<file path="config.mk">
export PLATFORM = sky130hd
export DESIGN_NAME = gprs_mp_bypass
export DESIGN_NICKNAME = d
export VERILOG_FILES = /design/src/rtl/gprs_pkg.sv /design/src/rtl/gprs_rd_port.sv /design/src/rtl/gprs_mp_bypass.sv
export SDC_FILE = /design/constraint.sdc
export NUM_CORES = 1
export LEC_CHECK = 0
export BUFFER_PORTS_ARGS = -buffer_cell sky130_fd_sc_hd__buf_2
export CAP_MARGIN = 20
export CELL_PAD_IN_SITES_DETAIL_PLACEMENT = 1
export CELL_PAD_IN_SITES_GLOBAL_PLACEMENT = 2
export CORE_UTILIZATION = 39
export DETAILED_ROUTE_END_ITERATION = 6
export GPL_TIMING_DRIVEN = 1
export PLACE_DENSITY = 0.9
export SYNTH_ARGS = -nofsm -noshare
export SYNTH_HDL_FRONTEND = slang
export SYNTH_SLANG_ARGS = --single-unit
</file>
<file path="constraint.sdc">
create_clock -name clk -period 7.3 [get_ports clk]
set_clock_uncertainty 0.05 [all_clocks]
set_input_delay 0.73 -clock clk [delete_from_list [all_inputs] [get_ports clk]]
set_output_delay 0.73 -clock clk [all_outputs]
set_load 0.05 [all_outputs]
</file>
<file path="src/rtl/gprs_pkg.sv">
// Shared defaults and the write-port bundle type for the multi-port register file.
package gprs_pkg;

   localparam int unsigned GPRS_DATA_W   = 16;
   localparam int unsigned GPRS_NUM_REGS = 8;
   localparam int unsigned GPRS_NUM_RD   = 2;
   localparam int unsigned GPRS_ADDR_W   = $clog2(GPRS_NUM_REGS);

   // Write-port bundle for parent-level plumbing (ALU / load writeback).
   typedef struct packed {
      logic                   en;
      logic [GPRS_ADDR_W-1:0] addr;
      logic [GPRS_DATA_W-1:0] data;
   } gprs_wr_t;

endpackage

</file>
<file path="src/rtl/gprs_rd_port.sv">
// One combinational read port: storage mux, write bypass (port 1 over port 0),
// zero/out-of-range masking and operand-busy flag.
module gprs_rd_port
   import gprs_pkg::*;
#(
   parameter int unsigned DATA_W   = GPRS_DATA_W,
   parameter int unsigned NUM_REGS = GPRS_NUM_REGS,
   parameter int unsigned ADDR_W   = $clog2(NUM_REGS),
   parameter bit          ZERO_R0  = 1'b0
) (
   input  logic              block_i,
   input  logic [ADDR_W-1:0] rd_addr_i,
   input  logic              wr0_en_i,
   input  logic [ADDR_W-1:0] wr0_addr_i,
   input  logic [DATA_W-1:0] wr0_data_i,
   input  logic              wr1_en_i,
   input  logic [ADDR_W-1:0] wr1_addr_i,
   input  logic [DATA_W-1:0] wr1_data_i,
   input  logic [DATA_W-1:0] regs_i [NUM_REGS],
   input  logic [NUM_REGS-1:0] pending_i,
   output logic [DATA_W-1:0] rd_data_c_o,
   output logic              rd_busy_c_o
);

   logic addr_ok;
   logic hit0;
   logic hit1;

   always_comb begin
      rd_data_c_o = '0;
      rd_busy_c_o = 1'b0;
      addr_ok     = !block_i && (32'(rd_addr_i) < NUM_REGS) &&
                    !(ZERO_R0 && (rd_addr_i == '0));
      hit1        = wr1_en_i && (wr1_addr_i == rd_addr_i);
      hit0        = wr0_en_i && (wr0_addr_i == rd_addr_i);
      if (addr_ok) begin
         if (hit1) begin
            rd_data_c_o = wr1_data_i;
         end else if (hit0) begin
            rd_data_c_o = wr0_data_i;
         end else begin
            rd_data_c_o = regs_i[rd_addr_i];
         end
         // A writeback landing this cycle resolves the hazard via the bypass.
         rd_busy_c_o = pending_i[rd_addr_i] && !(hit0 || hit1);
      end
   end

endmodule

</file>
<file path="src/rtl/gprs_mp_bypass.sv">
// Multi-port register file with two prioritised write ports, same-cycle bypass,
// optional hardwired-zero R0 and a per-register pending scoreboard.
module gprs_mp_bypass
   import gprs_pkg::*;
#(
   parameter int unsigned DATA_W   = GPRS_DATA_W,
   parameter int unsigned NUM_REGS = GPRS_NUM_REGS,
   parameter int unsigned NUM_RD   = GPRS_NUM_RD,
   parameter bit          ZERO_R0  = 1'b0,
   localparam int unsigned ADDR_W  = $clog2(NUM_REGS)
) (
   input  logic                     clk,
   input  logic                     reset,
   input  logic [NUM_RD*ADDR_W-1:0] rd_addr,
   output logic [NUM_RD*DATA_W-1:0] rd_data,
   output logic [NUM_RD-1:0]        rd_busy,
   input  logic                     wr0_en,
   input  logic [ADDR_W-1:0]        wr0_addr,
   input  logic [DATA_W-1:0]        wr0_data,
   input  logic                     wr1_en,
   input  logic [ADDR_W-1:0]        wr1_addr,
   input  logic [DATA_W-1:0]        wr1_data,
   input  logic                     iss_en,
   input  logic [ADDR_W-1:0]        iss_addr
);

   logic [DATA_W-1:0]   regs_q [NUM_REGS];
   logic [DATA_W-1:0]   regs_d [NUM_REGS];
   logic [NUM_REGS-1:0] pending_q;
   logic [NUM_REGS-1:0] pending_d;
   logic                wr0_ok;
   logic                wr1_ok;
   logic                iss_ok;

   // Drop accesses to out-of-range addresses and to a hardwired-zero R0.
   always_comb begin
      wr0_ok = wr0_en && (32'(wr0_addr) < NUM_REGS) && !(ZERO_R0 && (wr0_addr == '0));
      wr1_ok = wr1_en && (32'(wr1_addr) < NUM_REGS) && !(ZERO_R0 && (wr1_addr == '0));
      iss_ok = iss_en && (32'(iss_addr) < NUM_REGS) && !(ZERO_R0 && (iss_addr == '0));
   end

   // Port 1 applied last so it wins a collision; issue applied last so a new
   // producer supersedes a same-cycle writeback.
   always_comb begin
      regs_d    = regs_q;
      pending_d = pending_q;
      if (wr0_ok) begin
         regs_d[wr0_addr]    = wr0_data;
         pending_d[wr0_addr] = 1'b0;
      end
      if (wr1_ok) begin
         regs_d[wr1_addr]    = wr1_data;
         pending_d[wr1_addr] = 1'b0;
      end
      if (iss_ok) begin
         pending_d[iss_addr] = 1'b1;
      end
   end

   always_ff @(posedge clk or posedge reset) begin
      if (reset) begin
         for (int i = 0; i < int'(NUM_REGS); i++) begin
            regs_q[i] <= '0;
         end
         pending_q <= '0;
      end else begin
         regs_q    <= regs_d;
         pending_q <= pending_d;
      end
   end

   for (genvar k = 0; k < NUM_RD; k++) begin : g_rd
      gprs_rd_port #(
         .DATA_W   (DATA_W),
         .NUM_REGS (NUM_REGS),
         .ADDR_W   (ADDR_W),
         .ZERO_R0  (ZERO_R0)
      ) u_rd_port (
         .block_i     (reset),
         .rd_addr_i   (rd_addr[k*ADDR_W +: ADDR_W]),
         .wr0_en_i    (wr0_ok),
         .wr0_addr_i  (wr0_addr),
         .wr0_data_i  (wr0_data),
         .wr1_en_i    (wr1_ok),
         .wr1_addr_i  (wr1_addr),
         .wr1_data_i  (wr1_data),
         .regs_i      (regs_q),
         .pending_i   (pending_q),
         .rd_data_c_o (rd_data[k*DATA_W +: DATA_W]),
         .rd_busy_c_o (rd_busy[k])
      );
   end

endmodule
</file>
* Word-level counts from Yosys, hierarchy flattened
Cells that the tools add are included.
** Operators by class
- Magnitude comparators :: 14
- Equality and inequality tests :: 4
- Muxes and demuxes :: 35
- Bitwise operators :: 9
- Reductions and logical operators :: 15
** Operator list (count)
- $bwmux W128 :: 2
- $mux W128 :: 2
- $mux W16 :: 12
- $bmux W16 S3 :: 2
- $demux W16 S3 :: 2
- $mux W8 :: 3
- $lt A3 B4 Y1 const B :: 5
- $and A8 B8 Y8 :: 2
- $ge A4 B4 Y1 const B :: 4
- $not A3 Y4 :: 4
- $not A8 Y8 :: 2
- $eq A3 B3 Y1 :: 4
- $logic_and A1 B1 Y1 :: 11
- $demux W1 S3 :: 3
- $ge A3 B1 Y1 const B :: 3
- $lt A4 B1 Y1 const B :: 2
- $or A8 B8 Y8 :: 1
- $mux W1 :: 7
- $bmux W1 S3 :: 2
- $logic_not A1 Y1 :: 2
- $logic_or A1 B1 Y1 :: 2
** Storage, ports and cells
- Flip-flop bits (word level) :: 136
- Bits of input ports :: 52
- Output and inout port bits :: 34
- Logic and storage cells :: 86

* Logic depth before layout (Yosys ltp)
- Depth in word-level cells :: 11
- Gate-level depth with buffers :: 8
- Gate-level depth less buffers :: 4

* Hierarchy
A second synthesis with hierarchy kept.
** Second synthesis, totals
- Cells, all modules :: 996
- Area, all modules :: 10102.2 um2
** Modules (own cells, without submodules)
- gprs_mp_bypass :: times used 1, cells each 634, area each 6683.9 um2, seq. area each 3403.3 um2
- gprs_rd_port :: times used 2, cells each 181, area each 1709.1 um2, seq. area each 0.0 um2

* Least setup slack after synthesis
Ideal clock, no wire load.
- Path kind :: in2out
- Start :: in reset
- End :: out rd_data[22]
- Data arrival time :: 6394 ps
- Data required time :: 6520 ps
- Setup slack :: 126 ps
- Stages :: 4
- Path buffers :: 1
- Path through :: inv_1 > clkbuf_1 > o21ai_0 > a31oi_1
** On the way
- Cells in the longest elaborated chain, start to end :: 1
** Ends and longest elaborated chain
- start: declaration :: line gprs_mp_bypass.sv:13 : input logic reset,
- $mux W16 :: line gprs_rd_port.sv:36 : if (addr_ok) begin
- end: declaration :: line gprs_mp_bypass.sv:15 : output logic [NUM_RD*DATA_W-1:0] rd_data,
Every way passes these cells.

* Final worst setup path
- Start :: in rd_addr[0]
- End :: out rd_data[15]
** On the way
- Cells in the longest elaborated chain, start to end :: 7
- Elaborated cells between the ends (all ways) :: 11
- Classes of those cells :: 2 x eq/ne; 6 x mux; 1 x bitwise; 2 x reduce/logical
** Ends and longest elaborated chain
- start: declaration :: line gprs_mp_bypass.sv:14 : input logic [NUM_RD*ADDR_W-1:0] rd_addr,
- $not A3 Y4 (not written as such) :: line gprs_rd_port.sv:42 : rd_data_c_o = regs_i[rd_addr_i];
- $bmux W16 S3 :: line gprs_rd_port.sv:42
- $mux W16 (not written as such) (2 in series) :: line gprs_rd_port.sv:42
- $mux W16 :: line gprs_rd_port.sv:39 : end else if (hit0) begin
- $mux W16 * :: line gprs_rd_port.sv:37 : if (hit1) begin
- $mux W16 * :: line gprs_rd_port.sv:36
Every way passes the cells marked *; elsewhere a longest branch is shown, timed or not. The select of a mux whose other input is x is not followed.

==> summary.md <==
The width of the die was 160 µm; the post-detailed-route wirelength per cell was 25.7 µm. The setup slack of the critical path after layout came out at 3080 ps. Counting distinct cell types in the post-synthesis netlist gives 36. Setup repair after global routing left no endpoint under its margin. STA classifies the critical path startpoint as an input port.

In this design, the largest share of critical-path delay is due to buffers and inverters. The clock slew at the register clock pins of the worst setup and hold paths was 60 ps. The fraction of the cycle the final worst path needs came out at 57.8%. Setup violations remaining at the end of the flow were counted as 0. For the netlist area before placement, the log shows 9700 µm². Summed over all nets, wire length on met2 after detailed routing comes to 17,200 µm.

The highest metal layer used by the detailed router was met4. From synthesis to final layout, the design area changed by 8.71%. At the pin with the least slew margin, the transition time is 1190 ps. The number of global-route vias before repair was 8,919; the max-cap check violation count was 0. The reg-to-reg critical path startpoint was regs_q[55]$_DFF_PP0_.

In this run, the number of DRC markers left after iteration 0 of detailed routing was 526. The worst setup timing slack at the placement stage came out at 3130 ps. In this run the worst hold path is classified as flip-flop to flip-flop. In this run the register-to-register setup slack is 6400 ps.

Measured against its own limit, the worst slew margin works out to 20.3%. When the netlist entered floorplanning its net count stood at 1,060. The critical path runs through a total of 7 cells. The commonest cells after synthesis are 194 x sky130_fd_sc_hd__mux2i_1, 136 x sky130_fd_sc_hd__dfrtp_1, 102 x sky130_fd_sc_hd__nand2_1. For this design the ratio of total power to cell area is 262 nW/µm².

The global router's overall resource usage is 27.8%, and the sum of routed wire length over all layers is 34,600 µm. The most common cell type on the critical path was sky130_fd_sc_hd__buf_4. Summed over its instances, the top area cell type makes up 35.1% of the synthesized netlist area.

Synthesis inferred 136 register bits. For this configuration, the core starts out at a cell density of 39.9%. The signal arrival time at the worst endpoint was 3440 ps; the total negative setup slack was 0 ps. Yosys mapped a number of flops with a built-in enable equal to 0.

The critical path contains buffers and inverters numbering 3 combined. Among all cell types in the netlist, the one instantiated most often is sky130_fd_sc_hd__mux2i_1. In this run the worst path has a maximum fanout of 28. The largest voltage drop on the vdd net came out at 0.123 mV.

The floorplan step defined a die boundary enclosing 25,500 µm². The run gives 0 as the number of hold violations in the final report. The clock passes through at most 2 buffers.

After synthesis, the share of flip-flops with an asynchronous set or reset is 100%. After detailed routing, the met3 layer carries 1540 µm of wire. During I/O placement, the number of pins put on the boundary was 86. Final hold analysis gives a worst-case slack of 480 ps.

The number of clock sinks was 136. The cell type with the highest aggregate area in the netlist was sky130_fd_sc_hd__dfrtp_1. The delay contributed by the slowest stage of the critical path works out to 750 ps. After clock tree synthesis, the setup repair step added 0 buffers. The logs give 8,347 for the via count and 0 for the hold buffer count at cts. The startpoint identified for the worst hold timing path is pending_q[6]$_DFF_PP0_. Gate count after technology mapping: 1,008. The signal on the critical path passes through buf_4, buf_4, xnor2_1, and4_1, nand2_1, a31oi_1, buf_2. The clock tree synthesis step divided the H-tree into 4 levels. The initial antenna violation count is 0.

The number of nets with antenna violations after detailed routing is 0, and the height of the die is 160 µm. The via count normalized by instance count was 6.19; the number of cell instances on the worst register-to-register path was 2. After synthesis, the cell types taking the most area are sky130_fd_sc_hd__dfrtp_1 35%, sky130_fd_sc_hd__mux2i_1 20%, sky130_fd_sc_hd__mux4_2 6.5%. The number of rows created at floorplan came out at 57.

The most used flip-flop cell after synthesis was sky130_fd_sc_hd__dfrtp_1. For the worst-skew pair, the clock arrives at the later sink with an insertion delay of 430 ps. For the number of remaining DRC errors, the log shows 0. The wire-length estimate of the detail-placed layout is 21,400 µm. The tree is rooted in a sky130_fd_sc_hd__clkbuf_16.

The average footprint of a synthesized cell works out to 9.62 µm². Along the worst hold path, the cell count comes to 2. For the routed metal-1 wire length, the log shows 14,200 µm.

The slowest stage of the critical path belongs to the cell sky130_fd_sc_hd__and4_1. The tools report the register area share after synthesis as 35.1%. 0 antenna diodes ended up in the layout. The number of gates resized after CTS was 0. The logs give 117 for the pin count of the biggest net entering global routing and 0.00464 µW for the reported leakage power. The worst hold path terminates at pending_q[6]$_DFF_PP0_. For the finished layout, the period the worst path requires is 4220 ps.

The tools report the net total in the final layout as 1,063. The run finished with clean final reports. The tools report the total count of max-transition violations in the final report as 0.

Number of search-and-repair iterations in the first detailed-routing pass: 5. The share of cells above drive strength 1 was 17.6%; the first-pass GRT wire length was 53,500 µm. The worst setup path category was input port to output port. The count of buffers inserted at the top-level ports works out to 85. STA classifies the critical path endpoint as an output port. The total number of yosys warnings was 0. Data on the critical path is required at its endpoint by 6520 ps.

The total overflow left after global routing is 0. For the core area, the log shows 24,300 µm². Based on the critical path, the design can be clocked at up to 237 MHz. The design draws 2760 µW. TritonCTS built the clock tree.

The congestion estimate from routability-driven global placement came to 0.798. The tools report the reg-to-reg critical path endpoint as regs_q[55]$_DFF_PP0_. Counting the buffers created by CTS gives 17.
## stage by stage
step,cell area (µm²),instances,util [%]
after floorplan,9700,1008,-
after global placement,9930,1316,40.8
after detailed placement,9930,1316,40.8
after CTS,10500,1348,43.4
after global routing,10500,1348,43.4
final,10500,1348,43.4
## power by group
group	switching (µW)	leakage [µW]	internal, µW	total, µW
Combinational	467	0.00276	331	798
Sequential	137	0.00161	921	1060
Clock	358	0.000281	547	905
Total	962	0.00464	1800	2760
## worst max-delay path by stage
| stage | start | endpoint | slack, ps |
|---|---|---|---|
| floorplan | reset | rd_data[22] | 130 |
| global placement | rd_addr[0] | rd_data[15] | 3100 |
| detailed placement | rd_addr[0] | rd_data[15] | 3130 |
| CTS | rd_addr[0] | rd_data[15] | 3120 |
| global route | rd_addr[0] | rd_data[15] | 2940 |
| finish | rd_addr[0] | rd_data[15] | 3080 |
## metal layers
layer / GRT usage (%) / vias to the layer above
met2: 47.0 / 301
met1: 34.1 / 4304
li1: - / 3632
met5: 0 / -
met4: 15.6 / 0
met3: 3.74 / 110
## worst reg2reg max path, stage by stage, from the launching register on
cell and delay (ps):
sky130_fd_sc_hd__dfrtp_1 400, sky130_fd_sc_hd__mux2i_1 90, sky130_fd_sc_hd__o21ai_0 250
## registers in the layout (all words and copies together) (netlist names)
name	cells
pending_q	8
regs_q	128
## cells in the final DEF (no fill, tap or decap), drive strengths merged
master | netlist | layout
mux2i | 194 | 194
dfrtp | 136 | 136
buf | 77 | 108
nand2 | 102 | 102
o21ai | 100 | 100
nor2 | 66 | 66
a21oi | 64 | 64
nand3 | 39 | 39
nand2b | 38 | 38
mux4 | 36 | 36
a22oi | 32 | 32
a31oi | 32 | 32
clkbuf | 47 | 18
xnor2 | 12 | 12
clkinvlp | 0 | 6
nand4 | 6 | 6
nor2b | 5 | 5
nor3 | 5 | 5
o32ai | 4 | 4
clkinv | 0 | 4
inv | 3 | 4
nand4b | 3 | 3
nor3b | 3 | 3
bufinv | 0 | 3
and4 | 2 | 2
and2 | 2 | 2
## kinds of logic after synthesis
logic type / count (synthesis) / synth area share, %
multiplexers: 230 / 28.7
buffers and inverters: 127 / 8.55
AND/OR/NAND/NOR: 271 / 13.2
AO/OA/AOI/OAI: 232 / 13.4
flip-flops: 136 / 35.1
XOR/XNOR: 12 / 1.08
## area by class of cell
cell class,count,area [µm²]
multi-input cells,745,5500
fillers,2770,13800
repair buffers,108,603
flip-flops and latches,136,3400
well taps,324,405
clock buffers,18,439
clock inverters,14,175
inverters,3,16.3
Power figures use the tool's default switching activity.
